<file path="config.mk">
export PLATFORM = sky130hd
export DESIGN_NAME = alu_control_unit
export DESIGN_NICKNAME = d
export VERILOG_FILES = /design/src/rtl/alu_ctrl_pkg.sv /design/src/rtl/reg_file_4x8.sv /design/src/rtl/alu_control_unit.sv
export SDC_FILE = /design/constraint.sdc
export NUM_CORES = 1
export LEC_CHECK = 0
export CAP_MARGIN = 20
export CELL_PAD_IN_SITES_DETAIL_PLACEMENT = 2
export CELL_PAD_IN_SITES_GLOBAL_PLACEMENT = 2
export CORE_MARGIN = 5
export CORE_UTILIZATION = 34
export DETAILED_ROUTE_END_ITERATION = 12
export GPL_TIMING_DRIVEN = 0
export PLACE_DENSITY_LB_ADDON = 0.1
export SYNTH_ARGS = -nofsm -noshare
export SYNTH_HDL_FRONTEND = slang
export SYNTH_SLANG_ARGS = --single-unit
</file>
<file path="constraint.sdc">
create_clock -name clk -period 2.6 [get_ports clk]
set_input_delay 0.52 -clock clk [delete_from_list [all_inputs] [get_ports clk]]
set_output_delay 0.52 -clock clk [all_outputs]
set_load 0.01 [all_outputs]
</file>
<file path="src/rtl/alu_ctrl_pkg.sv">
// Shared definitions for the ALU controller: opcodes, FSM states, ALU select codes
// and instruction field positions.
package alu_ctrl_pkg;

    localparam int DATA_W  = 8;
    localparam int PC_W    = 8;
    localparam int INSTR_W = 16;

    localparam logic [2:0] OP_AND  = 3'b000;
    localparam logic [2:0] OP_XOR  = 3'b001;
    localparam logic [2:0] OP_ADD  = 3'b010;
    localparam logic [2:0] OP_SHL  = 3'b011;
    localparam logic [2:0] OP_LDI  = 3'b100;
    localparam logic [2:0] OP_JZ   = 3'b101;
    localparam logic [2:0] OP_JC   = 3'b110;
    localparam logic [2:0] OP_HALT = 3'b111;

    localparam logic [1:0] SEL_AND = 2'b00;
    localparam logic [1:0] SEL_XOR = 2'b01;
    localparam logic [1:0] SEL_ADD = 2'b10;
    localparam logic [1:0] SEL_SHL = 2'b11;

    localparam int OP_MSB  = 15;
    localparam int OP_LSB  = 13;
    localparam int RD_MSB  = 12;
    localparam int RD_LSB  = 11;
    localparam int RS_MSB  = 10;
    localparam int RS_LSB  = 9;
    localparam int NC_BIT  = 8;
    localparam int IMM_MSB = 7;
    localparam int IMM_LSB = 0;

    typedef enum logic [2:0] {
        ST_IDLE      = 3'd0,
        ST_FETCH     = 3'd1,
        ST_DECODE    = 3'd2,
        ST_EXECUTE   = 3'd3,
        ST_WRITEBACK = 3'd4,
        ST_HALTED    = 3'd5
    } state_t;

    function automatic logic is_alu_op(input logic [2:0] op);
        return (op[2] == 1'b0);
    endfunction

    function automatic logic [1:0] op_to_sel(input logic [2:0] op);
        logic [1:0] sel;
        case (op)
            OP_AND:  sel = SEL_AND;
            OP_XOR:  sel = SEL_XOR;
            OP_ADD:  sel = SEL_ADD;
            default: sel = SEL_SHL;
        endcase
        return sel;
    endfunction

endpackage

</file>
<file path="src/rtl/reg_file_4x8.sv">
// Four 8-bit registers: two asynchronous read ports, one synchronous write port,
// synchronous active-low clear.
module reg_file_4x8
    import alu_ctrl_pkg::*;
(
    input  logic              clk,
    input  logic              rst_n_i,
    input  logic              we_i,
    input  logic [1:0]        waddr_i,
    input  logic [DATA_W-1:0] wdata_i,
    input  logic [1:0]        raddr_a_i,
    output logic [DATA_W-1:0] rdata_a_o,
    input  logic [1:0]        raddr_b_i,
    output logic [DATA_W-1:0] rdata_b_o
);

    logic [DATA_W-1:0] regs_q [4];

    always_ff @(posedge clk) begin
        if (!rst_n_i) begin
            for (int i = 0; i < 4; i++) begin
                regs_q[i] <= '0;
            end
        end else if (we_i) begin
            regs_q[waddr_i] <= wdata_i;
        end
    end

    assign rdata_a_o = regs_q[raddr_a_i];
    assign rdata_b_o = regs_q[raddr_b_i];

endmodule

</file>
<file path="src/rtl/alu_control_unit.sv">
// Multi-cycle controller for the 8-bit ALU: fetch, decode, execute, writeback
// with a 4x8 register file, 8-bit PC and latched carry/zero flags.
module alu_control_unit
    import alu_ctrl_pkg::*;
(
    input  logic               clk,
    input  logic               rst_n,
    input  logic               start,
    output logic [PC_W-1:0]    imem_addr,
    input  logic [INSTR_W-1:0] imem_data,
    output logic [DATA_W-1:0]  alu_a,
    output logic [DATA_W-1:0]  alu_b,
    output logic [1:0]         alu_sel,
    input  logic [DATA_W-1:0]  alu_out,
    input  logic               alu_co,
    input  logic               alu_z,
    output logic               flag_co,
    output logic               flag_z,
    output logic               busy,
    output logic               halted
);

    state_t            state_q, state_d;
    logic [PC_W-1:0]   pc_q, pc_d;
    logic [PC_W-1:0]   imem_addr_q, imem_addr_d;
    logic [2:0]        op_q, op_d;
    logic [1:0]        rd_q, rd_d;
    logic [7:0]        imm_q, imm_d;
    logic [DATA_W-1:0] temp_q, temp_d;
    logic              tco_q, tco_d;
    logic              tz_q, tz_d;
    logic              flag_co_q, flag_co_d;
    logic              flag_z_q, flag_z_d;
    logic [DATA_W-1:0] alu_a_q, alu_a_d;
    logic [DATA_W-1:0] alu_b_q, alu_b_d;
    logic [1:0]        alu_sel_q, alu_sel_d;

    logic [2:0]        dec_op;
    logic [1:0]        dec_rd, dec_rs;
    logic              rf_we;
    logic [DATA_W-1:0] rf_wdata;
    logic [DATA_W-1:0] rf_rdata_a, rf_rdata_b;
    logic [PC_W-1:0]   next_pc;
    logic              unused_nc_bit;

    assign dec_op        = imem_data[OP_MSB:OP_LSB];
    assign dec_rd        = imem_data[RD_MSB:RD_LSB];
    assign dec_rs        = imem_data[RS_MSB:RS_LSB];
    assign unused_nc_bit = imem_data[NC_BIT];

    // Operands are read straight from the ROM word in DECODE so they are already
    // registered on the ALU inputs for the whole EXECUTE cycle.
    reg_file_4x8 u_rf (
        .clk       (clk),
        .rst_n_i   (rst_n),
        .we_i      (rf_we),
        .waddr_i   (rd_q),
        .wdata_i   (rf_wdata),
        .raddr_a_i (dec_rd),
        .rdata_a_o (rf_rdata_a),
        .raddr_b_i (dec_rs),
        .rdata_b_o (rf_rdata_b)
    );

    always_ff @(posedge clk) begin
        if (!rst_n) begin
            state_q     <= ST_IDLE;
            pc_q        <= '0;
            imem_addr_q <= '0;
            op_q        <= '0;
            rd_q        <= '0;
            imm_q       <= '0;
            temp_q      <= '0;
            tco_q       <= 1'b0;
            tz_q        <= 1'b0;
            flag_co_q   <= 1'b0;
            flag_z_q    <= 1'b0;
            alu_a_q     <= '0;
            alu_b_q     <= '0;
            alu_sel_q   <= '0;
        end else begin
            state_q     <= state_d;
            pc_q        <= pc_d;
            imem_addr_q <= imem_addr_d;
            op_q        <= op_d;
            rd_q        <= rd_d;
            imm_q       <= imm_d;
            temp_q      <= temp_d;
            tco_q       <= tco_d;
            tz_q        <= tz_d;
            flag_co_q   <= flag_co_d;
            flag_z_q    <= flag_z_d;
            alu_a_q     <= alu_a_d;
            alu_b_q     <= alu_b_d;
            alu_sel_q   <= alu_sel_d;
        end
    end

    always_comb begin
        state_d     = state_q;
        pc_d        = pc_q;
        imem_addr_d = imem_addr_q;
        op_d        = op_q;
        rd_d        = rd_q;
        imm_d       = imm_q;
        temp_d      = temp_q;
        tco_d       = tco_q;
        tz_d        = tz_q;
        flag_co_d   = flag_co_q;
        flag_z_d    = flag_z_q;
        alu_a_d     = alu_a_q;
        alu_b_d     = alu_b_q;
        alu_sel_d   = alu_sel_q;
        rf_we       = 1'b0;
        rf_wdata    = temp_q;
        next_pc     = pc_q + PC_W'(1);

        case (state_q)
            ST_IDLE: begin
                if (start) begin
                    state_d     = ST_FETCH;
                    imem_addr_d = pc_q;
                end
            end
            ST_FETCH: begin
                state_d = ST_DECODE;
            end
            ST_DECODE: begin
                op_d  = dec_op;
                rd_d  = dec_rd;
                imm_d = imem_data[IMM_MSB:IMM_LSB];
                if (dec_op == OP_HALT) begin
                    state_d = ST_HALTED;
                end else begin
                    state_d = ST_EXECUTE;
                end
                if (is_alu_op(dec_op)) begin
                    alu_a_d   = rf_rdata_a;
                    alu_b_d   = rf_rdata_b;
                    alu_sel_d = op_to_sel(dec_op);
                end
            end
            ST_EXECUTE: begin
                state_d = ST_WRITEBACK;
                if (is_alu_op(op_q)) begin
                    temp_d = alu_out;
                    tco_d  = alu_co;
                    tz_d   = alu_z;
                end
            end
            ST_WRITEBACK: begin
                state_d = ST_FETCH;
                if (is_alu_op(op_q)) begin
                    rf_we     = 1'b1;
                    rf_wdata  = temp_q;
                    flag_co_d = tco_q;
                    flag_z_d  = tz_q;
                end else if (op_q == OP_LDI) begin
                    rf_we    = 1'b1;
                    rf_wdata = imm_q;
                end else if (op_q == OP_JZ && flag_z_q) begin
                    next_pc = imm_q;
                end else if (op_q == OP_JC && flag_co_q) begin
                    next_pc = imm_q;
                end
                pc_d        = next_pc;
                imem_addr_d = next_pc;
            end
            ST_HALTED: begin
                state_d = ST_HALTED;
            end
            default: begin
                state_d = ST_IDLE;
            end
        endcase
    end

    assign imem_addr = imem_addr_q;
    assign alu_a     = alu_a_q;
    assign alu_b     = alu_b_q;
    assign alu_sel   = alu_sel_q;
    assign flag_co   = flag_co_q;
    assign flag_z    = flag_z_q;
    assign busy      = (state_q == ST_FETCH) || (state_q == ST_DECODE) ||
                       (state_q == ST_EXECUTE) || (state_q == ST_WRITEBACK);
    assign halted    = (state_q == ST_HALTED);

endmodule

</file>
Yosys cells after proc, flatten, opt, wreduce, memory -nomap -nowiden
Memory sizes are Yosys's and may differ from the RTL's. A register that Yosys moved wholly into a read port is not among the register bits.
Index checks and enable logic that the tools add are counted.
{"block": "word_totals", "ramBits": 32, "memories": 1, "out_inout_bits": 30, "wordCells": 66, "ff_bits": 46}
{"name": "u_rf.regs_q", "words": 4, "word_bits": 8, "read_ports": 2, "rd_clocked_by_memory_dff": 2, "wr": 4, "line_no": "reg_file_4x8.sv:17", "source": "logic [DATA_W-1:0] regs_q [4];"}
{"block": "classes", "eq_ne": 12, "addsub": 1, "n_reduce_logical": 15, "n_mux": 23, "bitwise": 2}
{"op": "2-to-1 mux 8 bit", "count": 9}
{"op": "equality test 3 bit, second input constant", "count": 6}
{"op": "case mux 3 bit (6 select lines)", "count": 1}
{"op": "case mux 8 bit (2 select lines)", "count": 1}
{"op": "equality test 3 x 2 -> 1 bit, second input constant", "count": 3}
{"op": "adder 8 x 1 -> 8 bit, second input constant", "count": 1}
{"op": "2-to-1 mux 1 bit", "count": 8}
{"op": "AND reduction 2 bit", "count": 4}
{"op": "OR reduction 8 bit", "count": 1}
{"op": "equality test 3 x 1 -> 1 bit, second input constant", "count": 2}
{"op": "logical NOT 3 bit", "count": 2}
{"op": "2-to-1 mux 3 bit", "count": 2}
{"op": "case mux 2 bit (3 select lines)", "count": 1}
{"op": "logical OR 1 bit", "count": 3}
{"op": "logical AND 1 bit", "count": 2}
{"op": "logical NOT 1 bit", "count": 2}
{"op": "2-to-1 mux 2 bit", "count": 1}
{"op": "inequality test 2 bit, second input constant", "count": 1}
{"op": "NOT 1 bit", "count": 2}
{"op": "nonzero test 2 bit", "count": 1}

Depth between registers and ports, before layout
{"block": "depth", "word_depth": 9, "ltp_mapped": 7, "ltp_nobuf": 6}

Cells and area by module
A second synthesis with hierarchy kept.
{"block": "unflattened", "hier_cells": 427, "hier_area_um2": 4364.2}
{"module": "alu_control_unit", "seq_area_each_um2": 1241.2, "area_each_um2": 2730.1, "instances": 1, "cells_per_inst": 330}
{"module": "reg_file_4x8", "seq_area_each_um2": 960.9, "area_each_um2": 1634.1, "instances": 1, "cells_per_inst": 97}

Least setup slack after synthesis
OpenSTA, ideal clock, no wires.
{"block": "synth_timing", "kind": "reg-to-reg", "from": "register state_q[2]", "to": "memory u_rf.regs_q[0][0], enable pin", "t_required_ns": 2.271, "synth_period_minus_slack_ns": 1.894, "setup_ns": 0.329, "path_slack_ns": 0.706, "arrival_ns": 1.566, "path_stages_with_launch": 8, "path_buffers": 3, "cell_sequence": "dfxtp_1 buf_4 nor3b_4 nand3_1 buf_2 or3_1 buf_2 nand2_1"}
{"item": "start: declaration", "line_no": "alu_control_unit.sv:23", "source": "state_t state_q, state_d;"}
{"item": "start signal: assignment", "line_no": "alu_control_unit.sv:82", "source": "state_q <= state_d;"}
{"item": "end: declaration", "line_no": "reg_file_4x8.sv:17"}

Worst setup path after layout
{"block": "layout_timing", "from": "register state_q[0]", "to": "output port busy"}
{"block": "layout_between", "elab_chain_len": 4}
{"item": "equality test 3 x 1 -> 1 bit or equality test 3 x 2 -> 1 bit (tied branches)", "line_no": "alu_control_unit.sv:184", "source": "assign busy = (state_q == ST_FETCH) || (state_q == ST_DECODE) ||"}
{"item": "logical OR 1 bit (2 in series)", "line_no": "alu_control_unit.sv:184"}
{"item": "logical OR 1 bit *", "line_no": "alu_control_unit.sv:185", "source": "(state_q == ST_EXECUTE) || (state_q == ST_WRITEBACK);"}
{"item": "end: declaration", "line_no": "alu_control_unit.sv:19", "source": "output logic busy,"}
Every way passes the cells marked *; elsewhere a longest branch is shown, timed or not.

==> results_dict.tcl <==
set metrics [dict create \
    vias_per_cell 5.26 \
    outcome "finished, final reports clean" \
    design_area_mm2 0.00511 \
    ir_drop_uv 250 \
    cts_buffers 9 \
    crit_path_start "state_q[0]" \
    postSynthAreaPerCell_um2 9.80 \
    critical_path_class "flip-flop to primary output" \
    async_reset_ff_share_pct 0 \
    slew_headroom_pct 59.9 \
    routabilityCongestion 0.758 \
    cts_hold_buf 0 \
    grt_antenna_before_repair 0 \
    hold_class "flip-flop to flip-flop" \
    area_growth_pct 23.6 \
    worstMarginPinSlew_ps 602 \
    p_sw_mw 0.736 \
    power_leakage_nw 1.83 \
    swShare_pct 23.5 \
    grt_use_total_pct 17.9 \
    post-route-min-period_ps 2360 \
    antenna_cells 0 \
    dpl_cell_area_mm2 0.00484 \
    comb_power_share_pct 9.4 \
    powerDensity_mw_per_mm2 612 \
    ant_nets 0 \
    synth.net_count 452 \
    synth-main-ff-cell "dfxtp_1" \
    p_total_mw 3.13 \
    grt_pass1_wl_mm 19.7 \
    r2r_slack_ps 270 \
    synth_area_mm2 0.00414 \
    end_kind "primary output" \
    vias 3350 \
    seqPwrFrac_pct 51.2 \
    wl_per_cell_um 19.2 \
    io_pins 59 \
    clockBufferDepth 2 \
    mostFrequentLayoutCells "99 x nand2_1, 62 x dfxtp_1, 54 x a21oi_1" \
    placementRows 40 \
    worstHoldStart "alu_b[3]" \
    yosysSeqAreaShare_pct 53.2 \
    p_clk_share_pct 39.3 \
    drt_iter0_drc 153 \
    reg2reg_to "u_rf.regs_q[1][6]" \
    fmax_mhz 424 \
    fp.dieW_um 120 \
    clkLatencyLatePin_ps 350 \
    hold_ws_ps 455 \
    rsz0062_at_grt "false" \
    grt_max_degree 15 \
    final_util_pct 42.7 \
    grt_overflow_total 0 \
    report.final.hold_viol_count 0 \
    place.port_buffers 52 \
    crit_fanout 10 \
    worstPathRequired_ps 2080 \
    drv_cap 0 \
    final_common_cell "nand2_1" \
    core-area_mm2 0.0120 \
    cts-htree-levels 3 \
    r2r-start "state_q[2]" \
    start_kind "flip-flop" \
    die_y_um 120 \
    drtPass1Iterations 4 \
    setup-tns-final_ps 0 \
    start_util_pct 34.6 \
    cts_setup_buffers 0 \
    nNetsFinal 515 \
    drive_gt1_share_pct 12.2 \
    fin_crit_sh_pct 90.6 \
    dieArea_mm2 0.0145 \
    hpwl_mm 9.36 \
    grt_pass1_vias 3554 \
    crit_end "busy" \
    cp.arrival_ps 1840 \
    ys_warn_count 0 \
    cts.sinks 94 \
    fill_cells 1288 \
    finalSetupViolations 0 \
    fin_worst_skew_ps 6.27 \
    slew_violations 0 \
    cts_resized 0 \
    min_path_cells 2 \
    cts_tree "done" \
    synth_cell_types 45 \
    rr_worst_depth 6 \
    synth_seq_cells 94 \
    clkTransAtPathRegs_ps 70 \
    synth_edf_count 32 \
    drc 0 \
    synth_cells 422 \
    p_int_mw 2.39 \
    root_buffer "clkbuf_16" \
    wirelength_mm 12.2 \
]
-- synth_stat cells, types with 4 or more instances --
cell type  instances  area, um2
nand2_1           99        372
dfxtp_1           62       1240
a21oi_1           54        270
nor2_1            39        146
edfxtp_1          32        961
mux4_2            16        360
o21ai_0           12       60.1
buf_2             11       55.1
clkbuf_1          11       41.3
inv_1              8       30.0
mux2i_1            8       80.1
or2_2              7       43.8
nand3_1            5       25.0
o21a_1             4       30.0
o22ai_1            4       25.0
-- power by group through the flow --
stage	logic [mW]	registers (mW)	clock network, mW
2_1_floorplan	0.164	1.63	0
3_3_place_gp	0.289	1.63	0
3_5_place_dp	0.300	1.64	0
4_1_cts	0.302	1.60	1.28
5_1_grt	0.325	1.61	1.34
6_report	0.295	1.60	1.23
-- critical path, cell delays in order (launching register included) --
cell	delay (ps)
dfxtp_1	330
buf_2	180
nor2_1	240
xnor2_1	170
clkdlybuf4s50_1	570
-- state kept, by name, indices dropped and copies added (netlist names) --
signal,cells
alu_a,8
imem_addr,8
alu_sel,2
pc_q,8
state_q,3
rd_q,2
alu_b,8
flag_z,1
temp_q,8
op_q,3
u_rf.regs_q,32
flag_co,1
tco_q,1
tz_q,1
imm_q,8
-- metrics by stage --
step | std cells | worst slack, ps
floorplan | 422 | 706
global placement | 621 | 330
detailed placement | 621 | 245
CTS | 637 | 200
global route | 637 | 104
finish | 637 | 244
-- worst min-delay path by stage --
stage / endpoint / slack, ps
detailed placement: temp_q[0] / 450
floorplan: flag_co / 430
global route: alu_sel[0] / 490
CTS: temp_q[0] / 460
global placement: temp_q[6] / 440
finish: alu_b[3] / 460
-- logic make-up (layout without fill, tap and decap cells) --
group                    after synthesis  after routing  synth area share (%)
flip-flops                            94             94                  53.2
AND/OR/NAND/NOR                      178            178                  19.5
AO/OA/AOI/OAI                         86             86                  11.8
XOR/XNOR                               1              1                 0.212
buffers and inverters                 37            105                  3.96
adder cells (fa/ha/maj)                1              1                 0.302
multiplexers                          25             25                  10.9
-- layer usage --
layer  track usage, %  vias up  wire, um
met5                0        -         0
met4             6.80        0       214
met3             2.95       11       363
met2             29.6       59      5950
met1             23.5     1682      5710
li1                 -     1598         -
-- layout make-up --
| type | instances | area [um2] | area share (%) |
|---|---|---|---|
| Inverter | 10 | 37.5 | 0.734 |
| Buffer | 27 | 126 | 2.47 |
| Tap cell | 147 | 184 | 3.60 |
| Clock buffer | 13 | 260 | 5.09 |
| Timing Repair Buffer | 52 | 520 | 10.2 |
| Multi-Input combinational cell | 291 | 1770 | 34.6 |
| Sequential cell | 94 | 2200 | 43.1 |
| Clock inverter | 3 | 11.3 | 0.220 |
No activity file was read; power rests on OpenSTA's default activity.
